==> src/rtl/btn_event_pkg.sv <==
// Shared codes for the button event controller: event types and per-button FSM states.
// Pure declarations; no logic, no latency, no backpressure.
package btn_event_pkg;

  typedef enum logic [1:0] {
    EV_PRESS  = 2'd0,
    EV_CLICK  = 2'd1,
    EV_LONG   = 2'd2,
    EV_REPEAT = 2'd3
  } ev_type_e;

  typedef enum logic [1:0] {
    IDLE = 2'd0,
    HELD = 2'd1,
    RPT  = 2'd2
  } btn_state_e;

endpackage

==> src/rtl/btn_press_fsm.sv <==
// Classifies one debounced button into PRESS / CLICK / LONG / REPEAT events.
// Latency: emit is combinational in the cycle the edge or tick is seen.
// Backpressure: none; the caller decides whether an emitted event is kept.
module btn_press_fsm
  import btn_event_pkg::*;
#(
  parameter int LONG_MS = 1000,
  parameter int REP_MS  = 200,
  parameter int CNT_W   = 12
) (
  input  logic     clk,
  input  logic     reset,
  input  logic     tick,
  input  logic     btn,
  output logic     emit,
  output ev_type_e ev_type
);

  localparam logic [CNT_W-1:0] LONG_TH = CNT_W'(LONG_MS - 1);
  localparam logic [CNT_W-1:0] REP_TH  = CNT_W'(REP_MS - 1);

  btn_state_e       state, state_n;
  logic [CNT_W-1:0] cnt, cnt_n;
  logic             btn_q;
  logic             rise, fall;

  // btn_q resets low so a button still held after reset is seen as a fresh rise.
  assign rise = btn & ~btn_q;
  assign fall = ~btn & btn_q;

  always_ff @(posedge clk or negedge reset) begin
    if (!reset) begin
      state <= IDLE;
      cnt   <= '0;
      btn_q <= 1'b0;
    end else begin
      state <= state_n;
      cnt   <= cnt_n;
      btn_q <= btn;
    end
  end

  // A release always wins over a threshold tick in the same cycle.
  always_comb begin
    state_n = state;
    cnt_n   = cnt;
    emit    = 1'b0;
    ev_type = EV_PRESS;
    case (state)
      IDLE: begin
        if (rise) begin
          emit    = 1'b1;
          ev_type = EV_PRESS;
          cnt_n   = '0;
          state_n = HELD;
        end
      end
      HELD: begin
        if (fall) begin
          emit    = 1'b1;
          ev_type = EV_CLICK;
          state_n = IDLE;
        end else if (tick) begin
          if (cnt == LONG_TH) begin
            emit    = 1'b1;
            ev_type = EV_LONG;
            cnt_n   = '0;
            state_n = RPT;
          end else begin
            cnt_n = cnt + CNT_W'(1);
          end
        end
      end
      RPT: begin
        if (fall) begin
          state_n = IDLE;
        end else if (tick) begin
          if (cnt == REP_TH) begin
            emit    = 1'b1;
            ev_type = EV_REPEAT;
            cnt_n   = '0;
          end else begin
            cnt_n = cnt + CNT_W'(1);
          end
        end
      end
      default: state_n = IDLE;
    endcase
  end

endmodule

==> src/rtl/btn_event_ctrl.sv <==
// N-button event controller: per-button classifiers, one-deep pending slots, round-robin onto one port.
// Latency: emit at t -> pending at t+1 -> ev_valid at t+2 when the output register is free.
// Backpressure: ev_ready low holds the output; a second event on a full slot is dropped and flagged in ovf.
module btn_event_ctrl
  import btn_event_pkg::*;
#(
  parameter int N        = 4,
  parameter int SIM      = 0,
  parameter int TICK_DIV = 100000,
  parameter int LONG_MS  = 1000,
  parameter int REP_MS   = 200,
  parameter int CNT_W    = 12
) (
  input  logic                 clk,
  input  logic                 reset,
  input  logic [N-1:0]         btn,
  input  logic                 ev_ready,
  output logic                 ev_valid,
  output logic [$clog2(N)-1:0] ev_id,
  output logic [1:0]           ev_type,
  input  logic                 ovf_clr,
  output logic [N-1:0]         ovf
);

  localparam int TDIV = (SIM != 0) ? 32 : TICK_DIV;
  localparam int PW   = $clog2(TDIV);
  localparam int IW   = $clog2(N);

  function automatic logic [IW-1:0] rr_idx(input logic [IW-1:0] base, input int k);
    return IW'((int'(base) + k) % N);
  endfunction

  logic [PW-1:0] presc;
  logic          tick;

  assign tick = (presc == PW'(TDIV - 1));

  always_ff @(posedge clk or negedge reset) begin
    if (!reset) presc <= '0;
    else        presc <= tick ? '0 : presc + PW'(1);
  end

  logic [N-1:0] emit;
  ev_type_e     emit_type [N];

  for (genvar i = 0; i < N; i++) begin : g_btn
    btn_press_fsm #(
      .LONG_MS (LONG_MS),
      .REP_MS  (REP_MS),
      .CNT_W   (CNT_W)
    ) u_fsm (
      .clk     (clk),
      .reset   (reset),
      .tick    (tick),
      .btn     (btn[i]),
      .emit    (emit[i]),
      .ev_type (emit_type[i])
    );
  end

  logic [N-1:0]  pend;
  ev_type_e      ptype [N];
  logic [IW-1:0] rr_ptr, grant, grant_nxt;
  logic          grant_vld, load;
  logic [N-1:0]  take;

  assign load = !ev_valid || ev_ready;

  // Scan downward so the lowest offset from rr_ptr is the last (winning) assignment.
  always_comb begin
    grant     = '0;
    grant_vld = 1'b0;
    for (int k = N - 1; k >= 0; k--) begin
      if (pend[rr_idx(rr_ptr, k)]) begin
        grant     = rr_idx(rr_ptr, k);
        grant_vld = 1'b1;
      end
    end
    grant_nxt = rr_idx(grant, 1);
    take      = '0;
    for (int i = 0; i < N; i++) begin
      take[i] = load && grant_vld && (grant == IW'(i));
    end
  end

  // A slot being emptied this cycle can accept a new event without overflow.
  always_ff @(posedge clk or negedge reset) begin
    if (!reset) begin
      pend <= '0;
      ovf  <= '0;
      for (int i = 0; i < N; i++) ptype[i] <= EV_PRESS;
    end else begin
      for (int i = 0; i < N; i++) begin
        if (emit[i] && (!pend[i] || take[i])) begin
          pend[i]  <= 1'b1;
          ptype[i] <= emit_type[i];
        end else if (take[i]) begin
          pend[i] <= 1'b0;
        end
        if (emit[i] && pend[i] && !take[i]) ovf[i] <= 1'b1;
        else if (ovf_clr)                   ovf[i] <= 1'b0;
      end
    end
  end

  always_ff @(posedge clk or negedge reset) begin
    if (!reset) begin
      ev_valid <= 1'b0;
      ev_id    <= '0;
      ev_type  <= '0;
      rr_ptr   <= '0;
    end else if (load) begin
      if (grant_vld) begin
        ev_valid <= 1'b1;
        ev_id    <= grant;
        ev_type  <= ptype[grant];
        rr_ptr   <= grant_nxt;
      end else begin
        ev_valid <= 1'b0;
      end
    end
  end

endmodule

==> config.mk <==
export PLATFORM = sky130hd
export DESIGN_NAME = btn_event_ctrl
export DESIGN_NICKNAME = d
export VERILOG_FILES = /design/src/rtl/btn_event_pkg.sv /design/src/rtl/btn_press_fsm.sv /design/src/rtl/btn_event_ctrl.sv
export SDC_FILE = /design/constraint.sdc
export NUM_CORES = 1
export LEC_CHECK = 0
export CORE_MARGIN = 4
export CORE_UTILIZATION = 50
export DETAILED_ROUTE_END_ITERATION = 8
export PLACE_DENSITY = 0.76
export SLEW_MARGIN = 10
export SYNTH_ARGS = -nofsm -noshare
export SYNTH_HDL_FRONTEND = slang
export SYNTH_SLANG_ARGS = --single-unit
==> constraint.sdc <==
create_clock -name clk -period 5 [get_ports clk]
set_input_delay 0.5 -clock clk [delete_from_list [all_inputs] [get_ports clk]]
set_output_delay 0.5 -clock clk [all_outputs]
set_load 0.005 [all_outputs]
After elaboration in Yosys (flattened, before gate mapping). Index checks and enable logic that the tools add are counted.

Word-level logic and storage cells: 319. Input bits: 8. Output and inout port bits: 9. Flip-flop bits (word level): 100.

Reduce and logical (&&, ||, !) cells: 57. Equality and inequality tests: 52. Multiplexer cells: 150. Add/subtract/negate cells: 9. Bitwise operators: 17. Magnitude comparators: 5.

Operators by type and width (count): 12-bit two-way mux (28); 12-bit case mux with 3 select lines (4); 2-bit two-way mux (50); 1-bit two-way mux (50); 12-bit by 1-bit adder with 12-bit output (second input constant) (4); 12-bit by 10-bit equality test with 1-bit output (second input constant) (4); 12-bit by 8-bit equality test with 1-bit output (second input constant) (4); 2-bit != test (second input constant) (16); 2-bit case mux with 3 select lines (4); 6-bit AND reduction (4); 17-bit by 1-bit adder with 17-bit output (second input constant) (1); 17-bit equality test (second input constant) (1); 1-bit logical AND (17); 17-bit two-way mux (1); 2-bit by 1-bit != test with 1-bit output (second input constant) (8); 2-bit case mux with 2 select lines (4); 4-bit AND reduction (4); 2-bit nonzero test (8); 2-bit equality test (second input constant) (6); 2-bit by 3-bit < comparator with 1-bit output (second input constant) (4); 3-bit by 1-bit != test with 1-bit output (second input constant) (4); 3-bit by 2-bit != test with 1-bit output (second input constant) (4); 1-bit case mux with 3 select lines (4); 3-bit nonzero test (4); other kinds (13) (52).

Longest topological paths before layout. Gate-level depths: netlist (run 1).

Word-level depth: 12. Depth in mapped cells: 10.

Modules after synthesis. A second synthesis (run 1) with hierarchy kept.

Cell total of the unflattened synthesis: 661. Area total of the unflattened synthesis: 6108.4 um2.

By module, submodules not included: btn_event_ctrl (cells an instance 188, seq. area each 1001.0 um2, area each 1939.4 um2, instances 1); btn_press_fsm (g_btn[0].u_fsm) (cells an instance 122, seq. area each 375.4 um2, area each 1108.6 um2, instances 1); btn_press_fsm (g_btn[3].u_fsm) (cells an instance 126, seq. area each 375.4 um2, area each 1058.5 um2, instances 1); btn_press_fsm (g_btn[1].u_fsm) (cells an instance 115, seq. area each 375.4 um2, area each 1006.0 um2, instances 1); btn_press_fsm (g_btn[2].u_fsm) (cells an instance 110, seq. area each 375.4 um2, area each 996.0 um2, instances 1).

Worst setup path after synthesis (run 1). OpenSTA, ideal clock, no wires.

Path kind: reg-to-reg. Start: register rr_ptr[1]. End: register ptype[7] (netlist bit). Buffers on the path: 0. Setup slack: 2.622 ns. Data arrival time: 2.250 ns. Cell stages (with the launch flop): 10. Library setup time: 0.128 ns. Clock period less this slack: 2.378 ns. Required time: 4.872 ns. Path through: dfrtp_1 -> mux2i_1 -> nor2_1 -> nor3_1 -> inv_1 -> ha_1 -> a21boi_0 -> nor3_1 -> a21oi_1 -> mux2_1.

Cells in the longest elaborated chain, start to end: 11. Elaborated cells on any way between the ends: 24.

RTL lines: from (decl) (RTL line btn_event_ctrl.sv:63) `logic [IW-1:0] rr_ptr, grant, grant_nxt;`; from (signal assigned) (RTL line btn_event_ctrl.sv:117) `rr_ptr <= grant_nxt;`; 2-bit adder (RTL line btn_event_ctrl.sv:30) `return IW'((int'(base) + k) % N);`; 1-bit binary-select mux with 2-bit select (RTL line btn_event_ctrl.sv:74) `if (pend[rr_idx(rr_ptr, k)]) begin`; 1-bit two-way mux (implied by the code) (RTL line btn_event_ctrl.sv:74); 2-bit two-way mux (3 in a row) (RTL line btn_event_ctrl.sv:74); 2-bit two-way mux * (RTL line btn_event_ctrl.sv:74); net grant[0] (RTL line btn_event_ctrl.sv:63); 2-bit logical NOT * (RTL line btn_event_ctrl.sv:82) `take[i] = load && grant_vld && (grant == IW'(i));`; 1-bit logical AND * (RTL line btn_event_ctrl.sv:82); 1-bit logical OR * (RTL line btn_event_ctrl.sv:94) `if (emit[i] && (!pend[i] || take[i])) begin`; 1-bit logical AND * (RTL line btn_event_ctrl.sv:94); to (signal, indexed assignment) (RTL line btn_event_ctrl.sv:96) `ptype[i] <= emit_type[i];`; to (decl) (RTL line btn_event_ctrl.sv:62) `ev_type_e ptype [N];`.

The timed path passes the listed nets; every way through them passes the cells marked *. The select of a mux whose other input is x is not followed. A chain may end at the register's enable or synchronous reset.

Worst setup path after layout (run 1).
Start: register presc[0]. End: register g_btn[1].u_fsm.cnt[10].

Cells in the longest elaborated chain, start to end: 3. Elaborated cells on any way between the ends: 4.

RTL lines: from (decl) (RTL line btn_event_ctrl.sv:33) `logic [PW-1:0] presc;`; from (signal assigned) (RTL line btn_event_ctrl.sv:40) `else presc <= tick ? '0 : presc + PW'(1);`; 17-bit equality test * (RTL line btn_event_ctrl.sv:36) `assign tick = (presc == PW'(TDIV - 1));`; 2-bit != test (no line); 6-bit AND reduction (no line) *; to (signal assigned) (RTL line btn_press_fsm.sv:38) `cnt <= cnt_n;`; to (decl) (RTL line btn_press_fsm.sv:23) `logic [CNT_W-1:0] cnt, cnt_n;`.

Every way passes the cells marked *; elsewhere a longest branch is shown, timed or not.

==> flow_summary.yaml, run 1 <==
outcome:
  status: "finished, final reports clean"
critical_path:
  rr_worst_depth: 6
  crit_path_end_kind: "flop"
  reg2reg_slack_ns: 2.09
  worstPathMaxFanout: 24
  cp.arrival_ns: 3.13
  crit_type: "reg2reg"
  r2r_start: "presc[0]"
  worst_ep_required_time_ns: 5.21
  reg2reg_to: "g_btn[1].u_fsm.cnt[10]"
  worst_setup_path_start_kind: "flop"
sta:
  fin_crit_sh: 0.583
  max_freq_mhz: 343
  finalSetupViolCount: 0
  tightest_slew_ns: 0.950
  drv_slew: 0
  hold_viol_final: 0
  skew_ns: 0.00816
  rsz0062_at_grt: "false"
  slew_headroom: 0.367
  final.setup.tns_ns: 0
  hold_ws_ns: 0.221
  layout_min_cycle_time_ns: 2.91
power_and_ir_drop:
  vdd_drop_max_mv: 0.328
  power.leakage_nw: 2.82
  powerDensity_mw_per_mm2: 432
  total_power_w: 0.00292
floorplan:
  coreArea_mm2: 0.0121
  num_rows: 40
  start_util: 0.515
  die_w_um: 119
  pin_count: 17
  die_y_um: 119
  design.die.area_mm2: 0.0143
clocking:
  cts_inserted_buffers: 9
  cts.clk_slew.worst_paths_ns: 0.07
  post_cts_resize_count: 0
  cts_setup_buffers: 0
  clk_latency_ns: 0.35
  cts_buffer_depth: 2
  cts-root-buf: "clkbuf_16"
  hold_buffers: 0
  cts_sinks: 100
  htreeDepth: 3
  cts_tree: "done"
global_routing:
  track_usage: 0.192
  grt_pass1_wl_mm: 22.9
  globalRouteOverflowTotal: 0
  grt_max_degree: 61
  grt_pass1_vias: 4983
  antenna_found_initial: 0
drt:
  viasPerCell: 6.02
  ant_nets: 0
  drt_iter0_drc: 413
  vias: 5159
  routed_wirelength_mm: 13.3
  first_pass_iters: 6
  drc_errors: 0
  wl_per_cell_um: 15.5
yosys:
  yosys_warnings: 0
  ys_async_sr_fraction: 1.00
  seq_area_frac_synth: 0.403
  synth_cell_types: 73
  synth-seq-cells: 100
  syn-num-nets: 713
  syn_inst: 680
  synth-edff-count: 0
  syn_area_per_cell_um2: 9.13
  synth-main-ff-cell: "dfrtp_1"
  syn_area_mm2: 0.00621
final_layout:
  antennaDiodeCount: 0
  drive_above_1_share: 0.0639
  fillers: 1039
  register_area_mm2: 0.00250
  syn2layout_area_growth_pct: 8.97
  multi_input_area_mm2: 0.00333
  nets: 717
place:
  gp_congestion: 0.900
  portBuffers: 16
  hpwl_mm: 9.34
hold_path:
  min_path_type: "in2async"
job:
  cap_violations: 0
==> metrics by stage <==
stage	setup WS, ns	util	instance area, um2	instances
floorplan	2.62	-	6210	680
finish	2.09	0.561	6760	857
global placement	2.19	0.534	6440	841
global route	1.88	0.561	6760	857
detailed placement	2.14	0.534	6440	841
CTS	2.12	0.561	6760	857
==> cell usage in the layout, fill, tap and decap left out, types with 8 or more instances in the layout <==
master,instances
nor2_1,37
or3_1,9
and3_1,11
inv_1,62
and2_1,8
clkbuf_16,9
clkdlybuf4s50_1,15
dfrtp_1,100
o21ai_0,18
xor2_1,8
nand4_1,23
ha_1,25
o22ai_1,19
a22o_1,12
nand2b_1,19
a21oi_1,38
nor3_1,16
nand3_1,32
o21ai_1,9
o221ai_1,11
mux2i_1,8
nand2_1,59
o211ai_1,8
==> worst max-delay path, cell delays in order (launching register included) <==
cell and delay [ns]:
dfrtp_1 0.39, ha_1 0.22, and4_1 0.26, and4_1 0.85
a22o_1 0.50, and2_1 0.39, o221ai_1 0.17
==> cells by family (layout without fill, tap and decap cells) <==
logic type                 after synthesis  in the layout  synth area share
adders and majority gates               25             25            0.0504
DFF                                    100            100             0.403
buffers and inverters                   86             95            0.0607
xor gates and xnor gates                14             14            0.0198
AOI/OAI and AO/OA                      184            184             0.216
and+or+nand+nor                        257            257             0.226
muxes                                   14             14            0.0238
==> synth_stat cells (5+ instances only) <==
cell | number | share of area
dfrtp_1 | 100 | 0.40
inv_1 | 62 | 0.037
nand2_1 | 59 | 0.036
a21oi_1 | 38 | 0.031
nor2_1 | 37 | 0.022
nand3_1 | 32 | 0.026
ha_1 | 25 | 0.050
nand4_1 | 23 | 0.023
nand2b_1 | 19 | 0.019
o22ai_1 | 19 | 0.019
o21ai_0 | 18 | 0.015
nor3_1 | 16 | 0.013
a22o_1 | 12 | 0.017
and3_1 | 11 | 0.011
o221ai_1 | 11 | 0.016
clkbuf_1 | 10 | 0.0060
buf_2 | 9 | 0.0073
o21ai_1 | 9 | 0.0073
or3_1 | 9 | 0.0091
and2_1 | 8 | 0.0081
mux2i_1 | 8 | 0.013
o211ai_1 | 8 | 0.0097
xor2_1 | 8 | 0.011
a211oi_1 | 7 | 0.0085
nor2b_1 | 6 | 0.0060
o2bb2ai_1 | 6 | 0.0085
o31ai_1 | 6 | 0.0073
xnor2_1 | 6 | 0.0085
a21boi_0 | 5 | 0.0060
a221o_1 | 5 | 0.0081
and4_1 | 5 | 0.0071
mux2_1 | 5 | 0.0091
nor4_1 | 5 | 0.0050
==> how the worst max path moves through the flow <==
stage / startpoint / to / slack, ns / cells after the start
floorplan: rr_ptr[1] / ptype[7] / 2.62 / 9
global placement: presc[0] / g_btn[1].u_fsm.cnt[9] / 2.19 / 6
detailed placement: presc[0] / g_btn[3].u_fsm.cnt[7] / 2.14 / 6
CTS: presc[0] / g_btn[1].u_fsm.cnt[10] / 2.12 / 6
global route: presc[0] / g_btn[1].u_fsm.cnt[10] / 1.88 / 6
finish: presc[0] / g_btn[1].u_fsm.cnt[10] / 2.09 / 6
==> sequential cells by signal (all words and copies together), names as in the netlist <==
signal and flops:
g_btn.u_fsm.cnt 48, ovf 4, rr_ptr 2, g_btn.u_fsm.state 8
ptype 8, presc 17, ev_id 2, ev_valid 1
g_btn.u_fsm.btn_q 4, ev_type 2, pend 4
==> power breakdown <==
| part | switching (W) | total, W | internal, W |
|---|---|---|---|
| combinational | 0.000691 | 0.00115 | 0.000460 |
| clock | 0.000307 | 0.000759 | 0.000452 |
| sequential | 0.000100 | 0.00101 | 0.000914 |
==> final cells by class <==
type	count	area share
Sequential cell	100	0.370
Clock inverter	6	0.0128
Tap cell	168	0.0311
Multi-Input combinational cell	494	0.492
Timing Repair Buffer	17	0.0244
Inverter	62	0.0344
Clock buffer	10	0.0353
==> per-layer routing <==
layer  vias to the layer above  part of all wire  global-route usage  routed length, um
li1                       2514                 -                   -                  -
met1                      2504              0.45               0.247               5960
met2                       130              0.49               0.322               6520
met3                        11             0.050              0.0537                660
met4                         0             0.010              0.0429                136
met5                         -                 0                   0                  0
No activity file was read; power rests on OpenSTA's default activity.
==> inputs of run 2 (changes only) <==
PLACE_DENSITY = 0.78   (was 0.76)
clock period = 2.55 ns   (was 5 ns; I/O delays follow)
==> flow_summary.yaml, run 2 (same netlist as run 1, synthesis figures left out) <==
drt:
  wl_per_cell_um: 15.3
  ant_nets: 0
  first_pass_iters: 5
  viasPerCell: 5.97
  routed_wirelength_mm: 13.4
  vias: 5230
  drc_errors: 0
  drt_iter0_drc: 445
critical_path:
  worst-path-buf-inv: 1
  cpMostUsedCell: "and4_1"
  reg2reg_to: "g_btn[1].u_fsm.cnt[9]"
  crit_chain: "ha_1, and4_1, and4_1, buf_4, a22o_1, and2_1, o221ai_1"
  worst_ep_required_time_ns: 2.77
  r2r_start: "presc[0]"
  crit_path_end_kind: "flop"
  cp.arrival_ns: 2.58
  rr_worst_depth: 7
  worstPathMaxFanout: 8
  crit_cells: 7
  cpPeakStageDelay_ns: 0.40
  crit_type: "reg2reg"
  worst_setup_path_start_kind: "flop"
  slowest_stage: "dfrtp_1"
  reg2reg_slack_ns: 0.19
  crit_family: "simple AND/OR/NAND/NOR gates"
clocking:
  htreeDepth: 3
  clk_latency_ns: 0.36
  cts_sinks: 100
  cts_tree: "done"
  cts_buffer_depth: 2
  cts_inserted_buffers: 9
  cts-root-buf: "clkbuf_16"
  cts.clk_slew.worst_paths_ns: 0.07
final_layout:
  fin_cells: 876
  final_common_cell: "dfrtp_1"
  fillers: 1047
  nets: 736
  syn2layout_area_growth_pct: 11.3
  largest_reg_flops: 48
  layout_common_cells: "100 x dfrtp_1, 62 x inv_1, 59 x nand2_1"
  antennaDiodeCount: 0
  reg_top3: "g_btn.u_fsm.cnt x48, presc x17"
  drive_above_1_share: 0.0876
  regMostFlops: "g_btn.u_fsm.cnt"
power_and_ir_drop:
  total_power_w: 0.00580
  powerDensity_mw_per_mm2: 840
  power.leakage_nw: 2.89
  vdd_drop_max_mv: 0.588
floorplan:
  num_rows: 40
  die_y_um: 119
  die_w_um: 119
  pin_count: 17
  start_util: 0.515
  coreArea_mm2: 0.0121
  design.die.area_mm2: 0.0143
place:
  hpwl_mm: 9.79
  gp_congestion: 0.904
  portBuffers: 16
  dp_cells: 858
global_routing:
  grt_max_degree: 56
  grt_pass1_vias: 5047
  antenna_found_initial: 0
  grt_pass1_wl_mm: 23.1
  globalRouteOverflowTotal: 0
  track_usage: 0.196
sta:
  skew_ns: 0.00491
  tightest_slew_ns: 0.653
  drv_slew: 0
  slew_headroom: 0.560
  fin_crit_sh: 0.924
  finalSetupViolCount: 0
  max_freq_mhz: 424
  hold_viol_final: 0
  rsz0062_at_grt: "false"
  layout_min_cycle_time_ns: 2.36
  final.setup.tns_ns: 0
hold_path:
  holdPathStages: 1
  min_path_type: "in2reg"
  hp-start: "btn[1]"
  min_to: "g_btn[1].u_fsm.btn_q"
outcome:
  status: "finished, final reports clean"
job:
  cap_violations: 0
run 2: timing repair:
| item | in CTS | in global routing |
|---|---|---|
| setup endpoints to repair | 0 | 4 |
| endpoints found under the hold margin | 45 | 0 |
| gates resized for setup | 0 | 3 |
| hold buffers | 1 | 0 |
| buffers inserted | 0 | 1 |
run 2: stage by stage:
| stage | worst slack, ns | hold WS, ns | util | instance area, um2 |
|---|---|---|---|---|
| final | 0.193 | 0.431 | 0.573 | 6910 |
| after floorplan | 0.172 | -0.0406 | - | 6210 |
| after CTS | 0.142 | 0.431 | 0.571 | 6880 |
| after global placement | 0.220 | 0.289 | 0.545 | 6580 |
| after detailed placement | 0.161 | 0.297 | 0.545 | 6580 |
| after global routing | 0.00294 | 0.433 | 0.573 | 6910 |
run 2: layout make-up:
| cell class | instances | area [um2] | share of cell area |
|---|---|---|---|
| inverter | 62 | 233 | 0.0337 |
| clock buffer | 10 | 229 | 0.0332 |
| clock inverter | 6 | 65.1 | 0.00942 |
| tap | 168 | 210 | 0.0304 |
| sequential | 100 | 2500 | 0.362 |
| multi-input combinational | 494 | 3330 | 0.482 |
| timing repair buffer | 36 | 335 | 0.0486 |
run 2: worst max path at each step:
| stage | endpoint | start | slack, ns |
|---|---|---|---|
| finish | g_btn[1].u_fsm.cnt[9] | presc[0] | 0.19 |
| global placement | ptype[3] | pend[2] | 0.22 |
| detailed placement | ptype[3] | pend[2] | 0.16 |
| global route | ptype[5] | pend[2] | 0.003 |
| CTS | ptype[3] | pend[2] | 0.14 |
| floorplan | ptype[7] | rr_ptr[1] | 0.17 |
run 2: metal layers:
layer,track usage,up-vias,share of wire
li1,-,2542,-
met5,0,-,0
met3,0.0475,23,0.039
met2,0.334,91,0.50
met1,0.242,2574,0.45
met4,0.0673,0,0.017
run 2: worst reg2reg max path: cells and delay by family (launching register included):
family	cells	cell delay, ns
AO/OA/AOI/OAI	2	0.42
adder cells (fa/ha/maj)	1	0.22
buffers and inverters	1	0.20
flip-flops	1	0.40
AND/OR/NAND/NOR	3	0.99
run 2: where the power goes:
group | switching, W | leakage [nW] | internal (W)
combinational | 0.00141 | 1.43 | 0.00103
sequential | 0.000208 | 1.33 | 0.00179
clock | 0.000605 | 0.131 | 0.000758
